==> src/rtl/salaga_pkg.sv <==
`default_nettype none
// +--------------------------------------------------------------------------+
// | Package     : salaga_pkg                                                 |
// | Description : Shared instruction-word constants and an address helper   |
// |               for the Salaga SoC fetch path.                             |
// | Revision    : 1.0                                                        |
// +--------------------------------------------------------------------------+
package salaga_pkg;

   localparam int               INST_W      = 32;
   localparam logic [INST_W-1:0] NOP_INST    = 32'h0000_0013;
   localparam logic [INST_W-1:0] EBREAK_INST = 32'h0010_0073;

   // Next sequential word address; wraps from 0xFFFF_FFFC to 0x0000_0000.
   function automatic logic [31:0] next_word_addr(input logic [31:0] addr);
      return {addr[31:2] + 30'd1, 2'b00};
   endfunction

endpackage
`default_nettype wire

==> src/rtl/inst_fifo.sv <==
`default_nettype none
// +--------------------------------------------------------------------------+
// | Module      : inst_fifo                                                  |
// | Description : Small instruction FIFO with combinational head read.      |
// |               Flush empties it and has priority over push/pop.          |
// | Ports       : clk, reset (async, active low), flush, push, push_data,    |
// |               pop, head_data, count, full, empty                         |
// | Revision    : 1.0                                                        |
// +--------------------------------------------------------------------------+
module inst_fifo
   import salaga_pkg::*;
#(
   parameter int DEPTH = 4
) (
   input  logic                    clk,
   input  logic                    reset,
   input  logic                    flush,
   input  logic                    push,
   input  logic [INST_W-1:0]       push_data,
   input  logic                    pop,
   output logic [INST_W-1:0]       head_data,
   output logic [$clog2(DEPTH):0]  count,
   output logic                    full,
   output logic                    empty
);

   localparam int PTR_W = $clog2(DEPTH);
   localparam int CNT_W = PTR_W + 1;

   logic [INST_W-1:0] mem [DEPTH];
   logic [PTR_W-1:0]  rd_ptr;
   logic [PTR_W-1:0]  wr_ptr;
   logic              do_push;
   logic              do_pop;

   assign full  = (count == CNT_W'(DEPTH));
   assign empty = (count == '0);

   // A push into a full FIFO is accepted only when the head leaves in the
   // same cycle; the written slot is then the one being read this cycle.
   assign do_push = push && (!full || pop);
   assign do_pop  = pop && !empty;

   assign head_data = mem[rd_ptr];

   always_ff @(posedge clk or negedge reset) begin
      if (!reset) begin
         rd_ptr <= '0;
         wr_ptr <= '0;
         count  <= '0;
      end else if (flush) begin
         rd_ptr <= '0;
         wr_ptr <= '0;
         count  <= '0;
      end else begin
         if (do_push) wr_ptr <= wr_ptr + 1'b1;
         if (do_pop)  rd_ptr <= rd_ptr + 1'b1;
         case ({do_push, do_pop})
            2'b10:   count <= count + 1'b1;
            2'b01:   count <= count - 1'b1;
            default: count <= count;
         endcase
      end
   end

   // Storage needs no reset: entries are only visible once counted.
   always_ff @(posedge clk) begin
      if (do_push && !flush) mem[wr_ptr] <= push_data;
   end

endmodule
`default_nettype wire

==> src/rtl/inst_prefetch_buffer.sv <==
`default_nettype none
// +--------------------------------------------------------------------------+
// | Module      : inst_prefetch_buffer                                       |
// | Description : Sequential instruction prefetcher between the processor    |
// |               fetch port and imem. Serves hits from a FIFO with zero     |
// |               latency; flushes and refetches on address discontinuity.  |
// | Ports       : clk, reset (async, active low)                             |
// |               ip_proc_inst_req / ip_proc_inst_addr   processor request   |
// |               op_proc_inst_valid / op_proc_inst      processor response  |
// |               op_imem_req / op_imem_inst_addr        imem fetch          |
// |               ip_imem_inst_valid / ip_imem_inst      imem return         |
// | Config      : PREFETCH_EBREAK_HOLD_EN - stop prefetching after an       |
// |               ebreak word is pushed, until the next redirect or reset.  |
// | Revision    : 1.0                                                        |
// +--------------------------------------------------------------------------+
module inst_prefetch_buffer
   import salaga_pkg::*;
#(
   parameter logic [31:0] RESET_PC_VALUE = 32'h0000_0000,
   parameter int          DEPTH          = 4
) (
   input  logic              clk,
   input  logic              reset,
   input  logic              ip_proc_inst_req,
   input  logic [31:0]       ip_proc_inst_addr,
   output logic              op_proc_inst_valid,
   output logic [INST_W-1:0] op_proc_inst,
   output logic              op_imem_req,
   output logic [31:0]       op_imem_inst_addr,
   input  logic              ip_imem_inst_valid,
   input  logic [INST_W-1:0] ip_imem_inst
);

   localparam logic [31:0] RESET_PC_ALIGNED = {RESET_PC_VALUE[31:2], 2'b00};

   logic [31:0]          head_addr;
   logic [31:0]          fetch_addr;
   logic                 halted;
   logic                 addr_match;
   logic                 hit;
   logic                 redirect;
   logic                 push;
   logic [INST_W-1:0]    fifo_head;
   logic [$clog2(DEPTH):0] fifo_count;
   logic                 fifo_full;
   logic                 fifo_empty;
   logic                 unused_count;

   assign unused_count = ^fifo_count;

   assign addr_match = (ip_proc_inst_addr[31:2] == head_addr[31:2]);
   assign hit        = ip_proc_inst_req && !fifo_empty && addr_match;
   assign redirect   = ip_proc_inst_req && !addr_match;

   // The reset input gates the request so that it is low for the whole time
   // reset is held, not only after the first edge. Masking with redirect is
   // what discards an imem return coinciding with a redirect.
   assign op_imem_req = reset && !halted && !redirect && (!fifo_full || hit);
   assign push        = op_imem_req && ip_imem_inst_valid;

   assign op_imem_inst_addr  = {fetch_addr[31:2], 2'b00};
   assign op_proc_inst_valid = hit;
   assign op_proc_inst       = hit ? fifo_head : NOP_INST;

   inst_fifo #(
      .DEPTH (DEPTH)
   ) u_fifo (
      .clk       (clk),
      .reset     (reset),
      .flush     (redirect),
      .push      (push),
      .push_data (ip_imem_inst),
      .pop       (hit),
      .head_data (fifo_head),
      .count     (fifo_count),
      .full      (fifo_full),
      .empty     (fifo_empty)
   );

   always_ff @(posedge clk or negedge reset) begin
      if (!reset) begin
         head_addr  <= RESET_PC_ALIGNED;
         fetch_addr <= RESET_PC_ALIGNED;
      end else if (redirect) begin
         head_addr  <= {ip_proc_inst_addr[31:2], 2'b00};
         fetch_addr <= {ip_proc_inst_addr[31:2], 2'b00};
      end else begin
         if (hit)  head_addr  <= next_word_addr(head_addr);
         if (push) fetch_addr <= next_word_addr(fetch_addr);
      end
   end

`ifdef PREFETCH_EBREAK_HOLD_EN
   // Redirect and push are mutually exclusive, so clearing on redirect can
   // never race with an ebreak being captured.
   always_ff @(posedge clk or negedge reset) begin
      if (!reset) begin
         halted <= 1'b0;
      end else if (redirect) begin
         halted <= 1'b0;
      end else if (push && (ip_imem_inst == EBREAK_INST)) begin
         halted <= 1'b1;
      end
   end
`else
   assign halted = 1'b0;
`endif

endmodule
`default_nettype wire

==> config.mk <==
export PLATFORM = sky130hd
export DESIGN_NAME = inst_prefetch_buffer
export DESIGN_NICKNAME = d
export VERILOG_FILES = /design/src/rtl/salaga_pkg.sv /design/src/rtl/inst_fifo.sv /design/src/rtl/inst_prefetch_buffer.sv
export SDC_FILE = /design/constraint.sdc
export NUM_CORES = 1
export LEC_CHECK = 0
export ABC_AREA = 1
export CAP_MARGIN = 25
export CORE_MARGIN = 5
export CORE_UTILIZATION = 50
export CTS_CLUSTER_SIZE = 14
export DETAILED_ROUTE_END_ITERATION = 8
export PLACE_DENSITY_LB_ADDON = 0.12
export SLEW_MARGIN = 20
export SYNTH_ARGS = -nofsm -noshare
export SYNTH_HDL_FRONTEND = slang
export SYNTH_SLANG_ARGS = --single-unit
==> constraint.sdc <==
create_clock -name clk -period 3.66 [get_ports clk]
set_input_delay 0.549 -clock clk [delete_from_list [all_inputs] [get_ports clk]]
set_output_delay 0.549 -clock clk [all_outputs]
set_load 0.005 [all_outputs]
== After elaboration in Yosys (flattened, before gate mapping) ==
Memories as Yosys holds them, arrays and structs flattened.
Index checks and enable logic that the tools add are counted.

* Memory bits (writable): 128
* Register bits: 71
* Bits in latches: 0
* Output and inout port bits: 66
* Logic and storage cells: 49
* ROM bits: 0
* Memories kept: 1

{| class="wikitable"
|+ Memory list
! memory !! words !! bits a word !! read ports !! clocked after Yosys merged registers in !! write ports !! RTL line !! RTL
|-
| u_fifo.mem || 4 || 32 || 1 || 0 || 1 || inst_fifo.sv:30 || <nowiki>logic [INST_W-1:0] mem [DEPTH];</nowiki>
|}

* Multipliers: 0
* Equal/unequal tests: 4
* Reductions and logical operators: 20
* Order comparisons: 0
* $add $sub $neg: 6
* Shift-type cells: 0
* Div/mod/pow operators: 0
* Muxes and demuxes: 13
* Bitwise logic cells: 0

{| class="wikitable"
|+ Operators with widths
! kind !! number
|-
| $mux 32 || 5
|-
| $add 30x1->30 const B || 2
|-
| $eq 30x30->1 || 1
|-
| $logic_and 1x1->1 || 9
|-
| $mux 2 || 4
|-
| $reduce_bool 2->1 || 4
|-
| $pmux 3 s2 || 1
|-
| $add 2x1->2 const B || 2
|-
| $logic_not 1->1 || 4
|-
| $add 3x1->3 const B || 1
|-
| $eq 3x3->1 const B || 1
|-
| $logic_not 3->1 || 1
|-
| $mux 3 || 1
|-
| $reduce_bool 3->1 || 1
|-
| $sub 3x1->3 const B || 1
|-
| $eq 2x1->1 const B || 1
|-
| $eq 2x2->1 const B || 1
|-
| $mux 1 || 2
|-
| $logic_or 1x1->1 || 1
|}

== Longest topological paths before layout ==
Gate-level depths: netlist of run 1.

* Depth after elaboration: 11
* Mapped depth: 19
* Gate-level depth less buffers: 19

== Hierarchy ==
A second synthesis of run 1 with hierarchy kept.

* Cells, all modules: 1118
* Area total of the unflattened synthesis: 10015.9 um^2

{| class="wikitable"
|+ Modules (own cells, without submodules)
! module !! times used !! area an instance (um^2) !! cells an instance
|-
| inst_fifo || 1 || 5238.8 || 376
|-
| inst_prefetch_buffer || 1 || 4777.1 || 742
|}

== Worst setup path before layout of run 1 ==
Ideal clock, no wire load.

* Kind: input to register
* Start: in ip_proc_inst_addr[3]
* End: mem u_fifo.mem[1][0] (enable)
* Setup time: 0.421 ns
* Setup slack: 0.225 ns
* Cell stages on the path: 12
* Required time: 3.239 ns
* Path buffers: 1
* Data arrival time: 3.014 ns
* Cell sequence: inv_1 > nand2_1 > nand2_1 > nand2_1 > nor2_1 > nand2_1 > nor2_1 > nand2_1 > a21oi_2 > nand3_4 > buf_2 > nor2_1

* Longest elaborated chain between the ends: 11

{| class="wikitable"
|+ Ends and longest elaborated chain
! element !! RTL line !! RTL
|-
| start: declaration || inst_prefetch_buffer.sv:25 || <nowiki>input logic [31:0] ip_proc_inst_addr,</nowiki>
|-
| $eq 30x30->1 (*) || inst_prefetch_buffer.sv:51 || <nowiki>assign addr_match = (ip_proc_inst_addr[31:2] == head_addr[31:2]);</nowiki>
|-
| $logic_not 1->1 || inst_prefetch_buffer.sv:53 || <nowiki>assign redirect = ip_proc_inst_req && !addr_match;</nowiki>
|-
| $logic_and 1x1->1 || inst_prefetch_buffer.sv:53 ||
|-
| $logic_not 1->1 || inst_fifo.sv:68, inst_prefetch_buffer.sv:58 ||
|-
| $logic_and 1x1->1 (2 in series) || inst_prefetch_buffer.sv:58 || <nowiki>assign op_imem_req = reset && !halted && !redirect && (!fifo_full || hit);</nowiki>
|-
| $logic_and 1x1->1 || inst_prefetch_buffer.sv:59 || <nowiki>assign push = op_imem_req && ip_imem_inst_valid;</nowiki>
|-
| $logic_and 1x1->1 || inst_fifo.sv:41 || <nowiki>assign do_push = push && (!full || pop);</nowiki>
|-
| $logic_and 1x1->1 (*) || inst_fifo.sv:68 || <nowiki>if (do_push && !flush) mem[wr_ptr] <= push_data;</nowiki>
|-
| $mux 1 (*) || inst_fifo.sv:68 ||
|-
| $mux 1 (not written as such) (*) || inst_fifo.sv:68 ||
|-
| end: declaration || inst_fifo.sv:30 ||
|}

Every way passes the cells marked *; elsewhere a longest branch is shown, timed or not.

== Worst setup path after layout of run 1 ==
* Start: in ip_proc_inst_addr[20]
* End: out op_proc_inst[5]

* Longest elaborated chain between the ends: 3

{| class="wikitable"
|+ Ends and longest elaborated chain
! element !! RTL line !! RTL
|-
| $eq 30x30->1 || inst_prefetch_buffer.sv:51 ||
|-
| $logic_and 1x1->1 || inst_prefetch_buffer.sv:52 || <nowiki>assign hit = ip_proc_inst_req && !fifo_empty && addr_match;</nowiki>
|-
| $mux 32 || inst_prefetch_buffer.sv:63 || <nowiki>assign op_proc_inst = hit ? fifo_head : NOP_INST;</nowiki>
|-
| end: declaration || inst_prefetch_buffer.sv:27 || <nowiki>output logic [INST_W-1:0] op_proc_inst,</nowiki>
|}

No other way between the ends.

==> results of run 1 <==
flip-flops by register name (all words and copies together), names as in the netlist:
register and flops:
head_addr 30, u_fifo.mem 128, u_fifo.rd_ptr 2, u_fifo.count 3, u_fifo.wr_ptr 2, fetch_addr 30
critical path, stage by stage:
cell,delay [ns]
clkdlybuf4s50_1,0.50
inv_1,0.09
nand2_1,0.06
nand2_1,0.05
nor2_1,0.13
nand3_1,0.13
nor2_2,0.23
nand3_4,0.17
buf_4,0.25
a21oi_1,0.22
clkdlybuf4s50_1,0.54
logic make-up after synthesis:
group                      after synthesis  share of synthesized area
buffers and inverters                  139                     0.0592
other                                    1                   0.000386
AOI/OAI and AO/OA                      177                      0.109
DFF                                    195                      0.568
adders and majority gates                7                    0.00978
xor gates and xnor gates                67                     0.0603
and+or+nand+nor                        443                      0.194
cells in the mapped netlist (3+ instances only):
library cell and number:
o21ai_0 81, o211ai_1 22, nand4_1 19, nor3_1 19
inv_1 86, nand3_1 64, nor2_1 185, nand2_2 6
clkbuf_1 21, edfxtp_1 128, a31oi_1 7, nor4_1 3
o221ai_1 24, nand2_1 137, xor2_1 36, xnor2_1 31
ha_1 6, dfrtp_1 67, buf_1 7, a21oi_1 34
buf_4 5, o21ai_1 3, buf_2 13, nor2_2 4
inv_2 3
per-stage QoR:
stage | instances | total power (W)
after detailed placement | 1402 | 0.00315
after floorplan | 1030 | 0.00287
final | 1434 | 0.00508
after global routing | 1434 | 0.00528
after global placement | 1402 | 0.00314
after CTS | 1434 | 0.00512
layout make-up:
class,instances,area [um2]
clock inverters,15,218
flip-flops and latches,195,5520
inverters,90,338
repair buffers,156,1550
well taps,265,332
fillers,1596,7270
multi-input cells,696,3680
clock buffers,17,425
timing repair:
item | CTS | global route
resized for setup | 0 | 3
setup endpoints to repair | 0 | 31
buffers inserted | 0 | 0
power by group:
group / internal (W) / switching (W) / total [W]
logic: 0.000269 / 0.000284 / 0.000554
registers: 0.00244 / 0.000115 / 0.00256
clock network: 0.00101 / 0.000964 / 0.00197
total: 0.00372 / 0.00136 / 0.00508
worst min-delay path by stage:
stage                           startpoint               end  slack (ns)  cells after the start
after global routing                 reset    fetch_addr[30]        0.19                      2
after global placement    u_fifo.wr_ptr[0]  u_fifo.wr_ptr[0]        0.53                      1
after detailed placement  u_fifo.wr_ptr[0]  u_fifo.wr_ptr[0]        0.53                      1
after floorplan                      reset    fetch_addr[10]        0.25                      0
after CTS                            reset    fetch_addr[30]        0.17                      2
final                                reset    fetch_addr[30]        0.16                      2
layer usage:
layer | vias up | GRT usage
met3 | 25 | 0.0527
met5 | - | 0
met1 | 3663 | 0.330
li1 | 3766 | -
met2 | 240 | 0.351
met4 | 0 | 0.0677
==> flow_metrics.py, run 1 <==
metrics = {
    "status": {
        "status": "finished clean",
    },
    "grt": {
        "antenna_found_initial": 0,
        "grt_pass1_wl_mm": 39.5,
        "grt_max_degree": 45,
        "first_global_vias": 7342,
        "grt_use_total": 0.229,
        "grt_remaining_overflow": 0,
    },
    "critical_path": {
        "r2r.worst_path.cells": 19,
        "start_kind": "input port",
        "r2r_setup_slack_ns": 0.74,
        "r2r_start": "head_addr[24]",
        "crit_fanout": 18,
        "critPathLaunch": "ip_proc_inst_addr[20]",
        "required_ns": 3.11,
        "worstPathArrival_ns": 2.95,
        "crit_end": "op_proc_inst[5]",
        "critPathCaptureType": "output pin",
        "path_class": "input port to output pin",
        "reg2reg_to": "u_fifo.count[2]",
    },
    "yosys": {
        "yosysSeqAreaShare": 0.568,
        "synth_area_leaders": "edfxtp_1, dfrtp_1, nor2_1",
        "yosysTopAreaCell": "edfxtp_1",
        "yosysTopAreaCellShare": 0.395,
        "netlist_area_um2": 9720,
        "synthArstFlopShare": 0.344,
        "synth_cells": 1029,
        "synthFlopType": "edfxtp_1",
        "synth.avg_cell_area_um2": 9.45,
        "yosys.cell_types.count": 43,
        "ys_seq_elements": 195,
        "synth-warning-count": 0,
        "synth_edf_count": 128,
    },
    "detailed_routing": {
        "vias_per_cell": 5.37,
        "highest_layer": "met4",
        "drt-met1-wl_mm": 11.3,
        "antenna_left": 0,
        "vias": 7694,
        "routed_wl_mm": 25.0,
        "wl_met3_mm": 1.66,
        "routedWlPerCell_um": 17.4,
        "drt-initial-drc-count": 439,
        "wl_met2_mm": 11.6,
        "drcViolationCount": 0,
        "dr.pass1.iters": 5,
    },
    "sta": {
        "fin_skew_ns": 0.0146,
        "layout_min_cycle_time_ns": 3.50,
        "finalMaxSlewViolations": 0,
        "fmax_mhz": 285,
        "rsz0062_at_grt": "no",
        "worst_hold_slack_ns": 0.165,
        "setup_ws_ns": 0.156,
        "tightest_slew_ns": 0.712,
        "setup_violations": 0,
        "finalCritPeriodShare": 0.957,
        "finalHoldViolCount": 0,
        "slew_headroom": 0.525,
        "tns_ns": 0,
    },
    "power": {
        "p_leak_nw": 4.57,
        "power_density_nw_per_um2": 421,
        "ir_drop_uv": 350,
    },
    "placement": {
        "dp_slack_ns": 0.0388,
        "numPortBuffers": 129,
        "gp_congestion": 0.910,
        "hpwl_mm": 17.1,
        "placed_area_um2": 11400,
    },
    "cts": {
        "holdBufCountCts": 0,
        "cts_num_sinks": 195,
        "clk_pin_slew_worst_paths_ns": 0.08,
        "clockBufferDepth": 2,
        "cts_tree": "built",
        "clk-insertion-delay-late_ns": 0.45,
        "htreeDepth": 4,
        "cts_buffers": 17,
        "cts-root-buf": "clkbuf_16",
    },
    "finish": {
        "final_net_count": 1231,
        "fin_area_um2": 12100,
        "utilization": 0.624,
        "syn_to_final_growth_pct": 24.1,
        "drive_gt1_frac": 0.0736,
        "final_common_cell": "nor2_1",
        "diodes": 0,
        "final_cell_mix": "nor2_1, nand2_1, clkdlybuf4s50_1, edfxtp_1, inv_1",
    },
    "die": {
        "row_count": 51,
        "core_um2": 19300,
        "die_y_um": 149,
        "die_w_um": 149,
        "io_pins": 134,
        "start_util": 0.503,
        "dieArea_um2": 22300,
    },
    "hold_path": {
        "min_path_type": "input port to async pin",
    },
    "job": {
        "maxCapViolations": 0,
    },
}
Power figures use the tool's default switching activity.
==> run 2, diff against run 1 <==
CAP_MARGIN = not set   (was 25)
==> results of run 2 <==
Same layout as run 1: the final DEF is identical, and so are final timing and power.
==> run 3, diff against run 2 <==
DONT_BUFFER_PORTS = 1   (was not set)
==> run 3 against run 2 <==
The run now ends with hold timing left. Final cell count decreased by 9.7%. Global-route usage decreased by 0.85 points. Highest routed layer unchanged. Critical path depth decreased by 1. Maximum frequency increased by 19%.
==> flow_metrics.py, run 3 (synthesis results as in run 1) <==
metrics = {
    "cts": {
        "clk_pin_slew_worst_paths_ns": 0.08,
        "htreeDepth": 4,
        "cts-root-buf": "clkbuf_16",
        "clk-insertion-delay-late_ns": 0.43,
        "cts_resized": 0,
        "clockBufferDepth": 2,
        "cts_num_sinks": 195,
        "post-cts-setup-buffers": 0,
        "cts_buffers": 17,
        "cts_tree": "built",
        "holdBufCountCts": 1,
    },
    "finish": {
        "final_common_cell": "nor2_1",
        "fin_cells": 1295,
        "drive_gt1_frac": 0.0699,
        "nFillCells": 1698,
        "diodes": 0,
        "largest_reg_flops": 128,
        "final_cell_mix": "nor2_1, nand2_1, edfxtp_1, inv_1, o21ai_0",
        "regMostFlops": "u_fifo.mem",
        "final_net_count": 1092,
        "syn_to_final_growth_pct": 9.42,
        "reg.largest.list": "u_fifo.mem (128), fetch_addr (30), head_addr (30)",
    },
    "hold_path": {
        "min_path_type": "input port to async pin",
    },
    "status": {
        "status": "finished with violations",
        "violations": "hold timing",
    },
    "grt": {
        "grt_max_degree": 68,
        "grt_remaining_overflow": 0,
        "grt_use_total": 0.221,
        "antenna_found_initial": 0,
        "grt_pass1_wl_mm": 37.6,
        "first_global_vias": 6844,
    },
    "job": {
        "maxCapViolations": 0,
    },
    "detailed_routing": {
        "antenna_left": 0,
        "vias_per_cell": 5.45,
        "routed_wl_mm": 24.1,
        "dr.pass1.iters": 5,
        "routedWlPerCell_um": 18.6,
        "vias": 7052,
        "drcViolationCount": 0,
        "drt-initial-drc-count": 494,
    },
    "placement": {
        "gp_congestion": 0.870,
        "dp_slack_ns": 0.601,
        "hpwl_mm": 16.0,
        "dp.cells": 1262,
        "numPortBuffers": 0,
    },
    "sta": {
        "rsz0062_at_grt": "no",
        "slew_headroom": 0.538,
        "setup_violations": 0,
        "finalMaxSlewViolations": 0,
        "finalHoldViolCount": 3,
        "fmax_mhz": 341,
        "setup_ws_ns": 0.726,
        "fin_skew_ns": 0.00991,
        "finalCritPeriodShare": 0.802,
        "tns_ns": 0,
        "worst_hold_slack_ns": -0.00884,
        "layout_min_cycle_time_ns": 2.93,
        "tightest_slew_ns": 0.693,
    },
    "die": {
        "die_w_um": 149,
        "start_util": 0.503,
        "dieArea_um2": 22300,
        "io_pins": 134,
        "core_um2": 19300,
        "die_y_um": 149,
        "row_count": 51,
    },
    "power": {
        "p_int_w": 0.00358,
        "switchingPower_w": 0.00125,
        "seqPwrFrac": 0.532,
        "p_leak_nw": 4.02,
        "power.share.clock": 0.392,
        "switching_share": 0.259,
        "power_density_nw_per_um2": 454,
        "power_frac_comb": 0.076,
        "ir_drop_uv": 319,
    },
    "critical_path": {
        "worstPathArrival_ns": 2.38,
        "required_ns": 3.11,
        "crit_cells": 10,
        "worstPathCellList": "inv_2, nand2_1, nand2_1, nor2_1, nand3_1, nor2_1, nand3_2, buf_4, clkinv_1, o221ai_1",
        "path_buf_inv": 3,
        "crit_fanout": 23,
        "start_kind": "flop",
        "r2r.worst_path.cells": 18,
        "critPathSlowestCell": "dfrtp_1",
        "path_delay_family": "simple AND/OR/NAND/NOR gates",
        "path_class": "flop to output pin",
        "critPathMaxStageDelay_ns": 0.45,
        "critPathCaptureType": "output pin",
    },
}
[run 3: cell count changes in the layout (fill, tap and decap cells not counted), moves of 2 or more]
cell	delta
inv_6	-3
clkdlybuf4s50_1	-128
nor2_2	-2
buf_12	-4
inv_12	-2
nor2_1	+2
clkinv_4	+2
buf_4	-7
[run 3: power groups by stage]
stage	clock network [W]	logic (W)	registers, W
6_report	0.00189	0.000367	0.00257
5_1_grt	0.00204	0.000418	0.00258
4_1_cts	0.00192	0.000369	0.00257
3_5_place_dp	0	0.000347	0.00261
3_3_place_gp	0	0.000342	0.00261
2_1_floorplan	0	0.000290	0.00258
[run 3: metrics by stage]
stage	total power (W)	utilization	hold slack, ns	cell area, um2
after CTS	0.00486	0.550	0.00115	10600
after floorplan	0.00287	-	0.253	9730
final	0.00483	0.550	-0.00884	10600
after detailed placement	0.00296	0.517	0.256	9990
after global routing	0.00504	0.550	0.00440	10600
after global placement	0.00295	0.517	0.256	9990
[run 3: layout make-up]
type                            instances  area, um2  area share
Clock buffer                           18        429      0.0403
Clock inverter                         14        193      0.0181
Inverter                               90        338      0.0317
Multi-Input combinational cell        696       3670       0.345
Sequential cell                       195       5520       0.519
Tap cell                              265        332      0.0312
Timing Repair Buffer                   17        160      0.0151
[run 3: final timing paths]
kind | from | to | slack, ns
worst max-delay path | head_addr[24] | op_proc_inst[4] | 0.73
worst min-delay path | reset | fetch_addr[30] | -0.009
worst max register to register | head_addr[24] | u_fifo.count[2] | 0.73
worst min register to register | u_fifo.wr_ptr[0] | u_fifo.wr_ptr[0] | 0.56
max in group asynchronous | reset | u_fifo.rd_ptr[0] | 3.34
min in group clk | ip_imem_inst[26] | u_fifo.mem[0][26] | 0.21
[run 3: per-layer routing]
metal	vias up	part of all wire	global-route usage	routed length, um
met2	208	0.46	0.344	11100
met4	0	0.020	0.0641	473
li1	3485	-	-	-
met1	3332	0.42	0.288	10100
met5	-	0	0	0
met3	27	0.10	0.0869	2400
==> RTL change (flow settings as in run 3) <==
`DEPTH` is set to 4 in 2 places; all go to 8.
--- a/src/rtl/inst_fifo.sv
+++ b/src/rtl/inst_fifo.sv
@@ -10,7 +10,7 @@
 module inst_fifo
    import salaga_pkg::*;
 #(
-   parameter int DEPTH = 4
+   parameter int DEPTH = 8
 ) (
    input  logic                    clk,
    input  logic                    reset,
--- a/src/rtl/inst_prefetch_buffer.sv
+++ b/src/rtl/inst_prefetch_buffer.sv
@@ -17,7 +17,7 @@
    import salaga_pkg::*;
 #(
    parameter logic [31:0] RESET_PC_VALUE = 32'h0000_0000,
-   parameter int          DEPTH          = 4
+   parameter int          DEPTH          = 8
 ) (
    input  logic              clk,
    input  logic              reset,
Behaviour: same outputs for any inputs over 4 cycles, from zero or initial values and one cycle with reset low; that may be too few to reach the edited logic, so the function may still have changed.
==> RTL change against run 3 <==
Register-to-register slack lost 0.07 ns; largest power group unchanged; area after synthesis grew 52%; total power grew 70%; sequential power grew 66%; critical path type unchanged; setup slack lost 0.40 ns; critical endpoint is now op_proc_inst[17]; cell area grew 56%; clock power grew 84%; sequential cell count grew 131; wire length grew 43%.
==> RTL change: results (changes against run 3) <==
deepest level of the CTS H-tree 2 (-2); timing endpoint of the critical path op_proc_inst[17]; Post-synth top cells nand2_1, edfxtp_1, a21oi_1; sequential-to-total area share from yosys stat 64.0% (+7.3 points); Placed Cells 1,687 (+34%); Crit path max-delay family buffers and inverters; # Post-CTS Setup Buffers 0 (unchanged); initial antenna violation count 1 (+1); biggest regs u_fifo.mem (256), fetch_addr (30), head_addr (30); Worst Hold Class input pin to flip-flop; met2 layer wire length in the routed design 16,700 microns (+51%); Tcrit/Tclk final 91.1% (+11 points); Synth async-reset ratio 21.5% (-13 points); routed length on met3 1910 microns (-20%); Net Switching 1.82 mW (+46%); maximum count of clock buffers along a single path 3 (+1); global-route wire length before repair 54,400 microns (+45%); Yosys cell types 46 (+7.0%); CTS Buf Count 35 (+18); uppermost routed layer met4; worst hold path stage count 0; Overall Global Routing Usage 20.6% (-1.5 points); Critical Path Fanout Max 32 (+39%); status completed; number of DRC markers after the initial detailed-route iteration 809 (+64%); number of enable-type register cells in the synthesized netlist 256 (+100%); average cell area after synthesis 11.1 sq um (+18%); Warnings, synthesis 0 (unchanged); pin count of the biggest net entering global routing 98 (+44%); relative contribution of sequential cells to total power 52.0% (-1.2 points); first-pass iteration count of the detailed router 5 (unchanged); Worst IR Drop VDD 0.387 mV (+21%); cells taking the most area after synthesis edfxtp_1, dfrtp_1, nand2_1, a21oi_1, xor2_1; cell leakage power 6.17 nW (+53%); number of global-route vias before repair 9,766 (+43%); global placer's final weighted congestion 0.827 (-4.9%); part of the power in combinational logic 5.6% (-2.0 points); CTS Hold Bufs 2 (+1); total half-perimeter wirelength after legalization and detailed placement 21,100 microns (+32%); clock transition time at the flip-flop clock pins of the worst setup and hold paths 0.06 ns (-0.02 ns); Met1 Routed Length 14,900 microns (+48%); reg-to-reg critical path endpoint u_fifo.mem[2][19]; WP data arrival 2.78 ns (+0.40 ns); quantity of gates resized following cts 0 (unchanged); Worst Tran Pin Value 0.653 ns (-0.0396 ns); critical path's largest stage delay around 0.44 ns; startpoint of the worst setup timing path head_addr[7]; fraction of layout instances using a drive strength above 1 11.4% (+4.4 points); power of the sequential group 4.26 mW (+66%); overall routed net length 34,500 microns (+43%); routed vias 9,927 (+41%); clock insertion delay at the later pin of the skew report 0.52 ns (+0.09 ns); Register-to-Register Setup Slack 0.66 ns (-0.07 ns); Bufs and invs on worst path 4 (+1); Register-to-Register Path Depth 15 (-3); Clock Skew 0.0215 ns (+0.0115 ns); post-placement setup slack 0.565 ns (-0.0357 ns); ratio of routed vias to standard cells 5.68 (+4.2%); nets@finish 1,416 (+30%)
==> RTL change: final cells by class <==
class                      instances  area (sq um)
inverter                          76           290
clock inverter                    17           203
sequential                       326          9440
antenna                            1          2.50
fill                            2430         12300
multi-input combinational        851          4770
clock buffer                      42           922
tap                              384           480
timing repair buffer              52           475
==> RTL change: per-stage QoR <==
stage | hold slack (ns) | instance area (sq um)
finish | 0.122 | 16600
detailed placement | 0.255 | 15400
CTS | 0.101 | 16600
floorplan | 0.253 | 14700
global route | 0.103 | 16600
global placement | 0.255 | 15400
==> RTL change: kinds of logic after synthesis <==
group / synth area share [%]
other cells: 0.0254
buf+inv: 4.10
compound gates: 12.5
simple gates: 15.1
xor+xnor: 3.74
fa+ha+maj: 0.509
flops: 64.0
==> RTL change: per-layer routing <==
| layer | GRT usage [%] | vias up |
|---|---|---|
| li1 | - | 4775 |
| met1 | 26.8 | 4821 |
| met2 | 34.8 | 268 |
| met3 | 3.90 | 63 |
| met4 | 6.96 | 0 |
| met5 | 0 | - |
